## config.mk

```make
export PLATFORM = sky130hd
export DESIGN_NAME = serial_sub_nor
export DESIGN_NICKNAME = d
export VERILOG_FILES = /design/src/rtl/serial_sub_nor.sv
export SDC_FILE = /design/constraint.sdc
export NUM_CORES = 1
export LEC_CHECK = 0
export ABC_AREA = 1
export BUFFER_PORTS_ARGS = -buffer_cell sky130_fd_sc_hd__buf_2
export CORE_MARGIN = 10
export CORE_UTILIZATION = 60
export CTS_CLUSTER_DIAMETER = 150
export CTS_CLUSTER_SIZE = 20
export DETAILED_ROUTE_END_ITERATION = 8
export PLACE_DENSITY = 0.84
export SYNTH_ARGS = -nofsm -noshare
export SYNTH_HDL_FRONTEND = slang
export SYNTH_SLANG_ARGS = --single-unit
```

## constraint.sdc

```tcl
create_clock -name clk -period 2.6 [get_ports clk]
set_clock_uncertainty 0.15 [all_clocks]
set_input_delay 0.52 -clock clk [delete_from_list [all_inputs] [get_ports clk]]
set_output_delay 0.52 -clock clk [all_outputs]
set_load 0.05 [all_outputs]
```

## src/rtl/serial_sub_nor.sv

```systemverilog
// Bit-serial subtractor: diff = a - b - bin, one bit per clock LSB first through a 1-bit slice.
// start is accepted only in IDLE; done pulses for one cycle WIDTH edges after the accepting edge.
module serial_sub_nor #(
  parameter int WIDTH = 8
) (
  input  logic             clk,
  input  logic             rst,
  input  logic             start,
  input  logic [WIDTH-1:0] a,
  input  logic [WIDTH-1:0] b,
  input  logic             bin,
  output logic             busy,
  output logic             done,
  output logic [WIDTH-1:0] diff,
  output logic             bout
);

  localparam int CW = $clog2(WIDTH);

  typedef enum logic [1:0] {
    IDLE = 2'd0,
    RUN  = 2'd1,
    DONE = 2'd2
  } state_t;

  state_t state;
  state_t state_nxt;

  logic [WIDTH-1:0] sa;
  logic [WIDTH-1:0] sb;
  logic [WIDTH-1:0] sd;
  logic             br;
  logic [CW-1:0]    cnt;

  logic             d;
  logic             br_nxt;
  logic             last;
  logic [WIDTH-1:0] sd_nxt;

  // single full-subtractor slice
  assign d      = sa[0] ^ sb[0] ^ br;
  assign br_nxt = (~sa[0] & sb[0]) | (~(sa[0] ^ sb[0]) & br);
  assign last   = (cnt == CW'(WIDTH - 1));
  assign sd_nxt = {d, sd[WIDTH-1:1]};

  assign busy = (state != IDLE);
  assign done = (state == DONE);

  always_ff @(posedge clk or posedge rst) begin
    if (rst) begin
      state <= IDLE;
    end else begin
      state <= state_nxt;
    end
  end

  always_comb begin
    state_nxt = state;
    case (state)
      IDLE:    if (start) state_nxt = RUN;
      RUN:     if (last) state_nxt = DONE;
      DONE:    state_nxt = IDLE;
      default: state_nxt = IDLE;
    endcase
  end

  // diff/bout are only touched on the DONE-entry edge so they hold the previous result
  always_ff @(posedge clk or posedge rst) begin
    if (rst) begin
      sa   <= '0;
      sb   <= '0;
      sd   <= '0;
      br   <= 1'b0;
      cnt  <= '0;
      diff <= '0;
      bout <= 1'b0;
    end else begin
      case (state)
        IDLE: begin
          if (start) begin
            sa  <= a;
            sb  <= b;
            br  <= bin;
            cnt <= '0;
            sd  <= '0;
          end
        end
        RUN: begin
          sa  <= {1'b0, sa[WIDTH-1:1]};
          sb  <= {1'b0, sb[WIDTH-1:1]};
          sd  <= sd_nxt;
          br  <= br_nxt;
          cnt <= cnt + CW'(1);
          if (last) begin
            diff <= sd_nxt;
            bout <= br_nxt;
          end
        end
        default: begin
        end
      endcase
    end
  end

endmodule

```

# --- After elaboration in Yosys (flattened, before gate mapping) ---
# Cells that the tools add are included.
op_classes:
  bitwise_logic: 7
  eq_ne: 5
  n_mux: 13
  n_addsub: 1
  n_reduce_logical: 6
ops:
  columns: ["operator", "n"]
  rows:
  - ["$pmux W8 S2", 3]
  - ["$mux W8", 3]
  - ["$pmux W3 S2", 1]
  - ["$reduce_and A2 Y1", 3]
  - ["$mux W2", 2]
  - ["$ne A2 B2 Y1 const B", 2]
  - ["$pmux W2 S2", 1]
  - ["$reduce_bool A2 Y1", 2]
  - ["$add A3 B1 Y3 const B", 1]
  - ["$eq A3 B3 Y1 const B", 1]
  - ["$mux W3", 1]
  - ["$and A1 B1 Y1", 2]
  - ["$eq A2 B1 Y1 const B", 1]
  - ["$eq A2 B2 Y1 const B", 1]
  - ["$logic_not A2 Y1", 1]
  - ["$not A1 Y1", 2]
  - ["$pmux W1 S2", 1]
  - ["$xor A1 B1 Y1", 2]
  - ["$mux W1", 1]
  - ["$or A1 B1 Y1", 1]
word_totals:
  elab_cells: 40
  out_inout_bits: 11
  regBits: 39
  in_bits: 20

# --- Depth between registers and ports, before layout ---
logic_depth:
  depth_word: 5
  depth_mapped: 6
  ltp_nobuf: 6

# --- Worst setup path before layout ---
# No wires, ideal clock.
synth_path:
  path_type: "register -> output"
  start: "register state[0]"
  end: "output port done"
  path_buffers: 2
  path_stages_with_launch: 4
  required_time_ns: 1.930
  setup_slack_ns: 0.588
  arrival_ns: 1.342
  cell_sequence: "dfrtp_1 > buf_6 > buf_2 > nor2_1"
synth_between:
  elab_chain_len: 1
synth_rtl:
  columns: ["element", "line_no", "text"]
  rows:
  - ["start, declared", "26", "state_t state;"]
  - ["start signal, assigned", "53", "state <= state_nxt;"]
  - ["$eq A2 B2 Y1", "47", "assign done = (state == DONE);"]
  - ["end, declared", "13", "output logic done,"]
# Every way passes these cells.

# --- Final worst setup path ---
layout_path:
  start: "register state[0]"
  end: "output port busy"
layout_between:
  elab_chain_len: 1
layout_rtl:
  columns: ["element", "line_no", "text"]
  rows:
  - ["$reduce_bool A2 Y1", "46", "assign busy = (state != IDLE);"]
  - ["end, declared", "12", "output logic busy,"]
# Every way passes these cells.

==> reports/qor.log <==
qor: run_status.status completed
qor: pwr.cellPowerDensity 1285 nW/um2
qor: synth.synth.cell_area 1978 um2
qor: flow_run.drv.max_cap_violation_count 0
qor: die.io_pins 31
qor: placement.place_congestion 0.7707
qor: routing.detail-route-antenna-nets 0
qor: die.die_w 77.42 um
qor: global_routing.maximum_number_of_pins_on_one_net_before_global_route_repair 39
qor: timing.timing.slew.headroom 0.4751
qor: clocking.postCtsResizedCells 0
qor: global_routing.antenna_found_initial 0
qor: synth.async_flop_share 1.000
qor: critical_path.reg2reg_slack 0.60 ns
qor: synth.synth-edff-count 0
qor: placement.dp_hpwl 2596 um
qor: critical_path.cpPeakStageDelay 0.65 ns
qor: pwr.seqPwrFrac 0.361
qor: clocking.cts_tree built
qor: routing.drt_first_pass_iters 4
qor: final_layout.antenna_cells_inserted 0
qor: global_routing.global_route.overflow_total 0
qor: global_routing.grtUsageTotal 0.1307
qor: critical_path.crit_path_top_delay_cell sky130_fd_sc_hd__dfrtp_1
qor: critical_path.r2r_end diff[4]$_DFFE_PP0P_
qor: timing.hold_viol_final 0
qor: timing.final-max-slew-violation-count 0
qor: clocking.cts_inserted_buffers 5
qor: synth.yosysMostFrequentCell sky130_fd_sc_hd__nand2_1
qor: clocking.post-cts-setup-buffers 0
qor: final_layout.finalCoreUtilization 0.7060
qor: clocking.cts_max_path_buffers 2
qor: critical_path.worstPathCellList inv_1, nand2_1, buf_2
qor: final_layout.fillCellCount 251
qor: clocking.holdBufCountCts 0
qor: final_layout.final-instance-count-excl-fill 297
qor: pwr.switchingPower 1.273 mW
qor: synth.synth_top_flop_cell sky130_fd_sc_hd__dfrtp_1
qor: critical_path.worstPathArrival 1.56 ns
qor: die.dieHeight 77.42 um
qor: clocking.cts.reportedPaths.clkPinSlew 0.11 ns
qor: clocking.clk_root_buffer_cell sky130_fd_sc_hd__clkbuf_4
qor: die.rows 20
qor: synth.ff_latch_count_synth 38
qor: timing.final_period_minus_worst_setup_slack 2.232 ns
qor: placement.buffer_ports.inserted 30
qor: critical_path.r2r_cells 5
qor: global_routing.global_route_wire_length_before_repair 6520 um
qor: pwr.peakVddDrop 0.5318 mV
qor: pwr.power 2.816 mW
qor: routing.avgRoutedWirePerCell 12.47 um
qor: critical_path.crit_path_start_kind flip-flop
qor: critical_path.critPathBufInv 2
qor: synth.yosysWarningCount 0
qor: routing.via_count 1424
qor: synth.post_synthesis_mean_instance_area 8.831 um2
qor: critical_path.critical_path.reg2reg.startpoint state[0]$_DFFE_PP0P_
qor: synth.yosysUniqueCellTypes 20
qor: synth.synth_top_area_cell sky130_fd_sc_hd__dfrtp_1
qor: pwr.cellLeakagePower 1.246 nW
qor: pwr.comb_power_share 0.492
qor: synth.yosysSeqAreaShare 0.4807
qor: final_layout.seq_area 950.9 um2
qor: pwr.clockPowerShare 0.147
qor: global_routing.first_global_vias 1504
qor: timing.timing.setup.tns 0 ns
qor: timing.grt_setup_unrepaired false
qor: pwr.p_sw_frac 0.4523
qor: synth.synth.area.top_cells sky130_fd_sc_hd__dfrtp_1 48%, sky130_fd_sc_hd__nand2_1 14%, sky130_fd_sc_hd__inv_1 7.8%, sky130_fd_sc_hd__nand3_2 7.6%, sky130_fd_sc_hd__o21ai_2 5.8%
qor: synth.netlist_instances 224
qor: timing.maxClockFrequency 448.0 MHz
qor: critical_path.worst-path-max-fanout 14
qor: routing.detail_route.iter0.violations 74
qor: worst_hold_path.hold_class in2async
qor: die.core_area 3103 um2
qor: clocking.h-tree-depth 2
qor: die.die_area 5994 um2
qor: routing.route.final.wire_length 3704 um
qor: placement.place.detailed.instances 290
qor: routing.vias_per_cell 4.795
qor: critical_path.critical_path.endpoint_type output port
qor: critical_path.worstPathRequired 1.93 ns
qor: timing.final_setup_violations 0
qor: clocking.clkSinkCount 38
qor: timing.worstMarginPinSlew 0.7873 ns
qor: final_layout.nets 276
qor: final_layout.multi_input_area 778.2 um2
qor: die.start_util 0.6375
qor: synth.synth.top_cells.by_count 76 x sky130_fd_sc_hd__nand2_1, 41 x sky130_fd_sc_hd__inv_1, 38 x sky130_fd_sc_hd__dfrtp_1
qor: critical_path.worstSetupPathType reg2out
qor: routing.drt_drc_violations_left 0
qor: synth.mappedNetlistNets 247
qor: synth.synth_top_cell_area_share 0.4807
qor: critical_path.critical_path.top_delay_family flip-flops
qor: pwr.internal-power 1.542 mW
qor: clocking.worstSkewPairLatency 0.35 ns
qor: timing.holdWs 0.1131 ns
qor: final_layout.fraction_of_layout_cells_with_a_size_suffix_above_1 0.3004
qor: final_layout.syn_to_final_growth 10.75%
qor: timing.timing.final.crit_share 0.8585
## routing by layer
metal | up-vias | global-route usage | routed length (um)
li1 | 734 | - | -
met2 | 24 | 0.2241 | 1808
met1 | 660 | 0.1473 | 1651
met3 | 6 | 0.03341 | 177
met4 | 0 | 0.06569 | 67
met5 | - | 0 | 0
## sequential cells by signal, indices dropped and copies added, names as in the netlist
signal  cells
br          1
state       2
sa          8
sd          7
cnt         3
diff        8
sb          8
bout        1
## placed cells by master (no fill, tap or decap), types with 2 or more instances in the layout
cell type / synthesis / final
sky130_fd_sc_hd__o21ai_1: 5 / 5
sky130_fd_sc_hd__dfrtp_1: 38 / 38
sky130_fd_sc_hd__nand3_2: 15 / 15
sky130_fd_sc_hd__clkbuf_4: 0 / 5
sky130_fd_sc_hd__nand3_1: 12 / 12
sky130_fd_sc_hd__nand2_1: 76 / 76
sky130_fd_sc_hd__o21ai_2: 13 / 13
sky130_fd_sc_hd__inv_1: 41 / 41
sky130_fd_sc_hd__buf_4: 0 / 2
sky130_fd_sc_hd__buf_2: 5 / 30
sky130_fd_sc_hd__nand2_4: 2 / 2
sky130_fd_sc_hd__nand2_8: 2 / 2
sky130_fd_sc_hd__nor2_2: 2 / 2
sky130_fd_sc_hd__ha_1: 2 / 2
## how the worst max path moves through the flow
| stage | start | to | slack, ns | cells past startpoint |
|---|---|---|---|---|
| floorplan | state[0]$_DFFE_PP0P_ | done | 0.59 | 3 |
| global placement | state[0]$_DFFE_PP0P_ | diff[0]$_DFFE_PP0P_ | 0.74 | 5 |
| detailed placement | state[0]$_DFFE_PP0P_ | diff[4]$_DFFE_PP0P_ | 0.66 | 5 |
| CTS | state[0]$_DFFE_PP0P_ | busy | 0.38 | 3 |
| global route | state[0]$_DFFE_PP0P_ | busy | 0.28 | 3 |
| finish | state[0]$_DFFE_PP0P_ | busy | 0.37 | 3 |
## cell families (layout without fill, tap and decap cells)
family / count (synthesis) / in the layout / share of synthesized area
buffers and inverters: 52 / 81 / 0.1259
flip-flops: 38 / 38 / 0.4807
AO/OA/AOI/OAI: 20 / 20 / 0.07716
adder cells (fa/ha/maj): 3 / 3 / 0.02277
AND/OR/NAND/NOR: 111 / 111 / 0.2935
## tightest hold or removal path: cells and delay by family
family / cells / cell delay (ns)
buf+inv: 3 / 0.54
## layout make-up
type                            count  share of cell area
Tap cell                           44             0.02513
Inverter                           42             0.07310
Clock buffer                        6             0.02342
Sequential cell                    38              0.4340
Timing Repair Buffer               32             0.07539
Multi-Input combinational cell    134              0.3552
Clock inverter                      1             0.01371
## power groups by stage
stage | clock network [mW] | logic [mW] | registers [mW]
floorplan | 0 | 1.02 | 1.19
global placement | 0 | 1.36 | 1.02
detailed placement | 0 | 1.41 | 1.02
CTS | 0.418 | 1.41 | 1.02
global route | 0.437 | 1.56 | 1.05
finish | 0.414 | 1.39 | 1.02
## through the flow
stage	setup WS [ns]	cell area, um2
after CTS	0.3814	2191
after global routing	0.2752	2191
after global placement	0.7386	2110
after detailed placement	0.6642	2110
final	0.3679	2191
after floorplan	0.5880	1978
Power figures use the tool's default switching activity.
